$ cat config.mk
export PLATFORM = sky130hd
export DESIGN_NAME = demux_1a4_reg
export DESIGN_NICKNAME = d
export VERILOG_FILES = /design/src/rtl/demux_1a4_reg.sv
export SDC_FILE = /design/constraint.sdc
export NUM_CORES = 1
export LEC_CHECK = 0
export CAP_MARGIN = 40
export CORE_MARGIN = 4
export CORE_UTILIZATION = 46
export DETAILED_ROUTE_END_ITERATION = 8
export GPL_ROUTABILITY_DRIVEN = 0
export PLACE_DENSITY = 0.83
export SLEW_MARGIN = 25
export SYNTH_ARGS = -nofsm -noshare
export SYNTH_HDL_FRONTEND = slang
export SYNTH_SLANG_ARGS = --single-unit
$ cat constraint.sdc
create_clock -name clk -period 4 [get_ports clk]
set_clock_uncertainty 0.2 [all_clocks]
set_input_delay 0.6 -clock clk [delete_from_list [all_inputs] [get_ports clk]]
set_output_delay 0.6 -clock clk [all_outputs]
set_load 0.03 [all_outputs]
$ cat src/rtl/demux_1a4_reg.sv
// Registered 1-to-4 demultiplexer with valid/ready handshakes and one holding
// register per output channel; destination from in_sel or a round-robin pointer.

module demux_1a4_chan #(
  parameter int WIDTH = 8
) (
  input  logic             clk,
  input  logic             rst,
  input  logic             load,
  input  logic [WIDTH-1:0] ld_data,
  input  logic             drain,
  output logic [WIDTH-1:0] data,
  output logic             valid
);
  // A load wins over a drain: the new word replaces the old without a bubble.
  always_ff @(posedge clk) begin
    if (rst) begin
      valid <= 1'b0;
      data  <= '0;
    end else if (load) begin
      valid <= 1'b1;
      data  <= ld_data;
    end else if (drain) begin
      valid <= 1'b0;
    end
  end
endmodule

module demux_1a4_reg #(
  parameter int WIDTH   = 8,
  parameter bit RR_MODE = 1'b0
) (
  input  logic             clk,
  input  logic             rst,
  input  logic [WIDTH-1:0] in_data,
  input  logic [1:0]       in_sel,
  input  logic             in_valid,
  output logic             in_ready,
  output logic [WIDTH-1:0] out_data0,
  output logic [WIDTH-1:0] out_data1,
  output logic [WIDTH-1:0] out_data2,
  output logic [WIDTH-1:0] out_data3,
  output logic [3:0]       out_valid,
  input  logic [3:0]       out_ready,
  output logic [1:0]       rr_ptr,
  output logic             busy
);
  localparam int NUM_CH = 4;

  logic [NUM_CH-1:0][WIDTH-1:0] chan_data;
  logic [NUM_CH-1:0]            load;
  logic [1:0]                   rr_q;
  logic [1:0]                   dst;
  logic                         accept;

  assign dst      = RR_MODE ? rr_q : in_sel;
  // Ready looks only at the target channel so a stalled neighbour never blocks.
  assign in_ready = ~out_valid[dst] | out_ready[dst];
  assign accept   = in_valid & in_ready;

  for (genvar k = 0; k < NUM_CH; k++) begin : g_ch
    assign load[k] = accept & (dst == 2'(k));
    demux_1a4_chan #(.WIDTH(WIDTH)) u_ch (
      .clk     (clk),
      .rst     (rst),
      .load    (load[k]),
      .ld_data (in_data),
      .drain   (out_ready[k]),
      .data    (chan_data[k]),
      .valid   (out_valid[k])
    );
  end

  if (RR_MODE) begin : g_rr
    // Pointer advances only on accept, so a full target stalls rather than skips.
    always_ff @(posedge clk) begin
      if (rst)         rr_q <= 2'd0;
      else if (accept) rr_q <= rr_q + 2'd1;
    end
  end else begin : g_sel
    assign rr_q = 2'd0;
  end

  assign rr_ptr    = rr_q;
  assign busy      = |out_valid;
  assign out_data0 = chan_data[0];
  assign out_data1 = chan_data[1];
  assign out_data2 = chan_data[2];
  assign out_data3 = chan_data[3];
endmodule

==> metrics.txt, run 1 <==
status=complete, no violations; Flop pwr share=0.541; Worst setup endpoint=in_ready; CTS tree=done; chip height=65.2 µm; Syn. warnings=0; Peak VDD IR=203 µV; root buf cell=clkbuf_4; CORE AREA=3100 µm²; Psw=about 0.19 mW; crit-path cells=clkdlybuf4s50_1 > mux4_2 > clkdlybuf4s50_1; DR DRC count=0; postcts setup bufs=0; area grow syn2layout=39.4%; r2r setup slk=around 2.4 ns; clock group share of total power=0.286; Slew Viols, Final=0; initial antenna violation count=0; layout cells sized above 1=0.0521; Cells after Synth=between 100 and 150; CP Data Arrival Time=roughly 2.3 ns; CP peak stage delay=between 0.6 and 0.7 ns; RR Endpoint=g_ch[1].u_ch.data[0]$_SDFFE_PP0P_; total grt overflow=0; initial core utilization=0.485; Mapped Avg Cell Area=~11 µm²; All-Layer GR Usage=0.165; area share of xor/xnor cells in the synthesized design=0; Fmax=0.318 GHz; CTS Sinks=36; setup violators final=0; post-synthesis mux area share=0.228; number of global-route vias before repair=around 1200; PostCTS Resize Cnt=0; Fin. Hold Viols=0; Hold Path Class=register to register; latest clock arrival within the worst-skew pair=roughly 0.33 ns; Setup TNS=0 ns; first-pass GRT wire length=between 5000 and 6000 µm; Crit. Startpoint=in_sel[0]; combinational share of power=0.173; largest net degree at the start of global routing=24; Max Fanout on Critical Path=7; Slew headroom=0.556; MaxCap Viol Count=0; pre-CTS setup slack=0.859 ns; number of distinct library cells after synthesis=18; First-pass DRT Iterations=4; Synth Area in Simple Gates=0.225; Cell Int Power=0.513 mW; synth top area cells=dfxtp_1, mux2i_1, nand2b_1; largest family of logic cells by synthesized area=multiplexers; Hold Path Cell Cnt=2; Leakage Power=just under 0.9 nW; kind of critical path=primary input to primary output; boundary pin count=57; crit path max-delay cell type=clkdlybuf4s50_1; full die area=between 4000 and 5000 µm²; Synth top area share=0.479; RSZ-0062 raised after global routing=false; Routed Antenna Nets=0; Cell Area, Synth=about 1500 µm²; worst r2r src=g_ch[1].u_ch.valid$_SDFFE_PP0P_; setup ws final=0.856 ns; DR iter-0 viols=18; Finished Core Util=0.676; area leader, netlist=dfxtp_1; drt via density=~4.8; synthesized flop and latch total=36; R2R cell count=3; power density cells=roughly 330 nW/µm²; Post-Layout Cell Count=236; Required @ worst endpoint=between 3 and 4 ns; Tcrit/Tclk final=0.786; Num CTS Buffers=5; nets@finish=about 210; Rows=20; Placed Cells incl. Taps=228; critical path capture point type=primary output; CTS H-tree lvls=2; CP startpoint kind=primary input; post-route design area=~2100 µm²; register area share after synthesis=0.479; ANT cells=0; PortBufs=54; hold buffers post-CTS=0; Die W=around 65 µm; Tightest Pin Transition=0.663 ns; via count=1141; Sw Ratio=0.266; Min Clock Period, post-route=about 3.1 ns; CTS clk-pin slew, worst paths=about 0.11 ns; Synth Area in Adders=0; DR WL/cell=about 14 µm; hpwl dp=around 2500 µm; most frequent cell on the critical path=clkdlybuf4s50_1; complex-gate fraction of the synthesized area=0.0133; total wire length=3270 µm; Post-Place Cell Area=~2000 µm²; maximum clock insertion buffer count=2
-- cell usage after synthesis (all sizes together) --
| library cell | count |
|---|---|
| dfxtp | 36 |
| and4 | 1 |
| nand4 | 1 |
| a21oi | 4 |
| nor3 | 1 |
| clkbuf | 5 |
| nor3b | 1 |
| mux2i | 32 |
| mux4 | 1 |
| nand4b | 1 |
| or4 | 1 |
| nand2 | 2 |
| or3 | 1 |
| buf | 9 |
| nor2b | 1 |
| nand2b | 44 |
| conb | 1 |
-- how the worst min path moves through the flow --
stage,from,endpoint,slack [ns]
CTS,g_ch[3].u_ch.data[6]$_SDFFE_PP0P_,g_ch[3].u_ch.data[6]$_SDFFE_PP0P_,0.29
global route,g_ch[2].u_ch.data[2]$_SDFFE_PP0P_,g_ch[2].u_ch.data[2]$_SDFFE_PP0P_,0.31
detailed placement,g_ch[2].u_ch.data[2]$_SDFFE_PP0P_,g_ch[2].u_ch.data[2]$_SDFFE_PP0P_,0.27
floorplan,g_ch[2].u_ch.valid$_SDFFE_PP0P_,g_ch[2].u_ch.valid$_SDFFE_PP0P_,0.28
global placement,g_ch[3].u_ch.data[4]$_SDFFE_PP0P_,g_ch[3].u_ch.data[4]$_SDFFE_PP0P_,0.26
finish,g_ch[0].u_ch.data[2]$_SDFFE_PP0P_,g_ch[0].u_ch.data[2]$_SDFFE_PP0P_,0.28
-- power groups by stage --
stage                     combinational (mW)  clock, mW  sequential (mW)
after detailed placement               0.121          0            0.387
after global routing                   0.128      0.219            0.380
after global placement                 0.119          0            0.386
after floorplan                       0.0505          0            0.408
final                                  0.121      0.200            0.378
after CTS                              0.122      0.203            0.379
-- registers in the layout, summed over array words and instances (netlist names) --
name	flops
g_ch.u_ch.data	32
g_ch.u_ch.valid	4
-- critical path, delay by kind of cell --
kind / cells / cell delay [ns]
mux: 1 / 0.53
buf+inv: 2 / 1.21
-- placed cells by master (no fill, tap or decap) --
cell | Yosys | routed
clkdlybuf4s50_1 | 0 | 54
nand2b_1 | 44 | 44
dfxtp_1 | 36 | 36
mux2i_1 | 32 | 32
clkbuf_4 | 0 | 5
a21oi_1 | 4 | 4
nand2_1 | 2 | 2
conb_1 | 1 | 2
clkinv_2 | 0 | 2
mux4_2 | 1 | 1
nor2b_1 | 1 | 1
nor3_1 | 1 | 1
and4_1 | 1 | 1
nand4_1 | 1 | 1
nor3b_1 | 1 | 1
nand4b_1 | 1 | 1
or3_1 | 1 | 1
or4_1 | 1 | 1
clkbuf_8 | 0 | 1
buf_6 | 0 | 1
-- cell type report --
cell class | count | area (µm²)
clock buffer | 6 | 51.3
multi-input combinational | 93 | 709
clock inverter | 2 | 10.0
sequential | 36 | 721
tap | 44 | 55.1
fill | 276 | 1000
timing repair buffer | 55 | 552
-- cells by family (layout without fill, tap and decap cells) --
logic type	after synthesis	count (layout)
AOI/OAI and AO/OA	4	4
and+or+nand+nor	54	54
other	1	2
buffers and inverters	14	63
muxes	33	33
DFF	36	36
-- per-stage QoR --
step,hold slack (ns),power (mW)
CTS,0.288,0.704
finish,0.280,0.699
detailed placement,0.269,0.508
global placement,0.261,0.505
global route,0.306,0.728
floorplan,0.282,0.458
-- layer usage --
layer  global-route usage  part of all wire
met3               0.0564             0.062
met1                0.201              0.46
met4               0.0389            0.0058
met5                    0                 0
met2                0.279              0.47
Note: power is estimated with default switching activity, not from simulation.
==> run 2, diff against run 1 <==
CORE_UTILIZATION = 43   (was 46)
PLACE_DENSITY = 0.78   (was 0.83)
clock period = 2.9 ns   (was 4 ns; I/O delays follow)
==> run 2 against run 1 <==
  * Via count down 0.35%
  * Total power up 38%
  * First-iteration DRC count is 120% higher
==> metrics.txt, run 2 (same netlist as run 1, synthesis figures left out) <==
hold buffers post-CTS=0 (unchanged); Cell Int Power=0.712 mW (was 0.513 mW); HP Start=g_ch[2].u_ch.data[0]$_SDFFE_PP0P_ (was g_ch[0].u_ch.data[2]$_SDFFE_PP0P_); CP Data Arrival Time=2.11 ns (was 2.34 ns); area grow syn2layout=39.7% (was 39.4%); metal3 WL=298 µm (was 202 µm); first-pass GRT wire length=5350 µm (was 5480 µm); kind of critical path=primary input to primary output (unchanged); Hold EP=g_ch[2].u_ch.data[0]$_SDFFE_PP0P_ (was g_ch[0].u_ch.data[2]$_SDFFE_PP0P_); RSZ-0062 raised after global routing=false (unchanged); postcts setup bufs=0 (unchanged); All-Layer GR Usage=0.162 (was 0.165); most frequent cell on the critical path=clkdlybuf4s50_1 (unchanged); total wire length=3420 µm (was 3270 µm); total grt overflow=0 (unchanged); Slew headroom=0.564 (was 0.556); critical path capture point type=primary output (unchanged); top routing layer used=met4 (unchanged); CTS tree=done (unchanged); setup ws final=0.159 ns (was 0.856 ns); r2r setup slk=1.28 ns (was 2.35 ns); CP top delay family=buffers and inverters (unchanged); Fmax=0.365 GHz; Total Power=0.963 mW (was 0.699 mW); Hold Path Class=register to register (unchanged); via count=1137 (was 1141); CP peak stage delay=0.60 ns (was 0.61 ns); number of global-route vias before repair=1180 (was 1189); largest net degree at the start of global routing=45 (was 24); Flop pwr share=0.542 (was 0.541); Die W=67.2 µm (was 65.2 µm); R2R cell count=3 (unchanged); DR WL/cell=14.3 µm (was 13.9 µm); crit-path cells=clkdlybuf4s50_1 > nand2b_1 > mux4_2 > clkdlybuf4s50_1 (was clkdlybuf4s50_1 > mux4_2 > clkdlybuf4s50_1); Required @ worst endpoint=2.27 ns (was 3.20 ns); maximum clock insertion buffer count=2 (unchanged); Routed Antenna Nets=0 (unchanged); most common cell after layout, fill and taps aside=clkdlybuf4s50_1 (unchanged); clock group share of total power=0.284 (was 0.286); layout cells sized above 1=0.0466 (was 0.0521); Finished Core Util=0.625 (was 0.676); RR Endpoint=g_ch[1].u_ch.data[2]$_SDFFE_PP0P_ (was g_ch[1].u_ch.data[0]$_SDFFE_PP0P_); most frequent cells in the layout=clkdlybuf4s50_1, nand2b_1, dfxtp_1 (unchanged); Num CTS Buffers=5 (unchanged); ANT cells=0 (unchanged); latest clock arrival within the worst-skew pair=0.33 ns (about the same); Buf/Inv on CP=2 (unchanged); pre-CTS setup slack=0.163 ns (was 0.859 ns); Fin. Hold Viols=0 (unchanged); DR iter-0 viols=39 (was 18); Leakage Power=0.879 nW (was 0.881 nW); Tightest Pin Transition=0.650 ns (was 0.663 ns); Hold Path Cell Cnt=2 (unchanged); met2 wire length=1690 µm (was 1550 µm); Min Clock Period, post-route=2.74 ns; Tcrit/Tclk final=0.945; First-pass DRT Iterations=4 (unchanged); largest reg by FF count=g_ch.u_ch.data (unchanged); Setup TNS=0 ns (unchanged); max FFs per register=32 (unchanged); setup violators final=0 (unchanged); Max Fanout on Critical Path=4 (was 7); Post-Place Cell Area=2040 µm² (about the same); WHS=0.279 ns (was 0.280 ns); chip height=67.2 µm (was 65.2 µm); Psw=0.251 mW (was 0.186 mW); CTS Sinks=36 (unchanged); MaxCap Viol Count=0 (unchanged); Peak VDD IR=260 µV (was 203 µV); drt via density=4.76 (was 4.83); Post-Layout Cell Count=239 (was 236); crit path max-delay cell type=clkdlybuf4s50_1 (unchanged); M1 WL=1400 µm (was 1500 µm); CTS clk-pin slew, worst paths=0.10 ns (was 0.11 ns); status=complete, no violations (unchanged); initial antenna violation count=0 (unchanged); boundary pin count=57 (unchanged); PostCTS Resize Cnt=0 (unchanged); power density cells=458 nW/µm² (was 333 nW/µm²); CP startpoint kind=primary input (unchanged); CTS H-tree lvls=2 (unchanged); DR DRC count=0 (unchanged); initial core utilization=0.448 (was 0.485); top flop regs=g_ch.u_ch.data: 32 flops, g_ch.u_ch.valid: 4 flops (unchanged); worst r2r src=g_ch[1].u_ch.valid$_SDFFE_PP0P_ (unchanged); CORE AREA=3360 µm² (was 3100 µm²); Placed Cells incl. Taps=231 (was 228); Rows=21 (was 20); nets@finish=209 (was 208); Slew Viols, Final=0 (unchanged); root buf cell=clkbuf_4 (unchanged); post-route design area=2100 µm² (about the same); hpwl dp=2540 µm (was 2480 µm); combinational share of power=0.174 (was 0.173); full die area=4510 µm² (was 4250 µm²); PortBufs=54 (unchanged); Sw Ratio=0.261 (was 0.266)
[run 2: worst max-delay path by stage]
stage	depth (start not counted)	from	endpoint	slack, ns
after global routing	4	out_ready[3]	in_ready	0.13
after CTS	4	out_ready[3]	in_ready	0.15
after global placement	4	out_ready[3]	in_ready	0.18
after detailed placement	4	out_ready[3]	in_ready	0.16
after floorplan	2	in_sel[0]	in_ready	1.08
final	4	out_ready[3]	in_ready	0.16
[run 2: cell type report]
cell class | instances | area [µm²]
fillers | 295 | 1260
flip-flops and latches | 36 | 721
multi-input cells | 93 | 709
repair buffers | 56 | 556
clock buffers | 8 | 58.8
well taps | 46 | 57.6
[run 2: layer usage]
metal | global-route usage | up-vias
li1 | - | 562
met1 | 0.169 | 525
met2 | 0.282 | 45
met3 | 0.0799 | 5
met4 | 0.0532 | 0
met5 | 0 | -
[run 2: power by group through the flow]
stage | sequential [mW] | combinational [mW] | clock (mW)
2_1_floorplan | 0.562 | 0.0697 | 0
3_3_place_gp | 0.532 | 0.167 | 0
3_5_place_dp | 0.533 | 0.169 | 0
4_1_cts | 0.522 | 0.170 | 0.282
5_1_grt | 0.524 | 0.177 | 0.303
6_report | 0.522 | 0.168 | 0.273
[run 2: worst reg2reg max path, cell delays in order, from the launching register on]
cell and delay, ns:
dfxtp_1 0.33, nand2b_1 0.12, nand4b_1 0.55, mux2i_1 0.34
==> run 3, diff against run 2 <==
CAP_MARGIN = unset   (was 40)
==> results of run 3 <==
No change in the layout: final DEF, timing and power equal those of run 2.
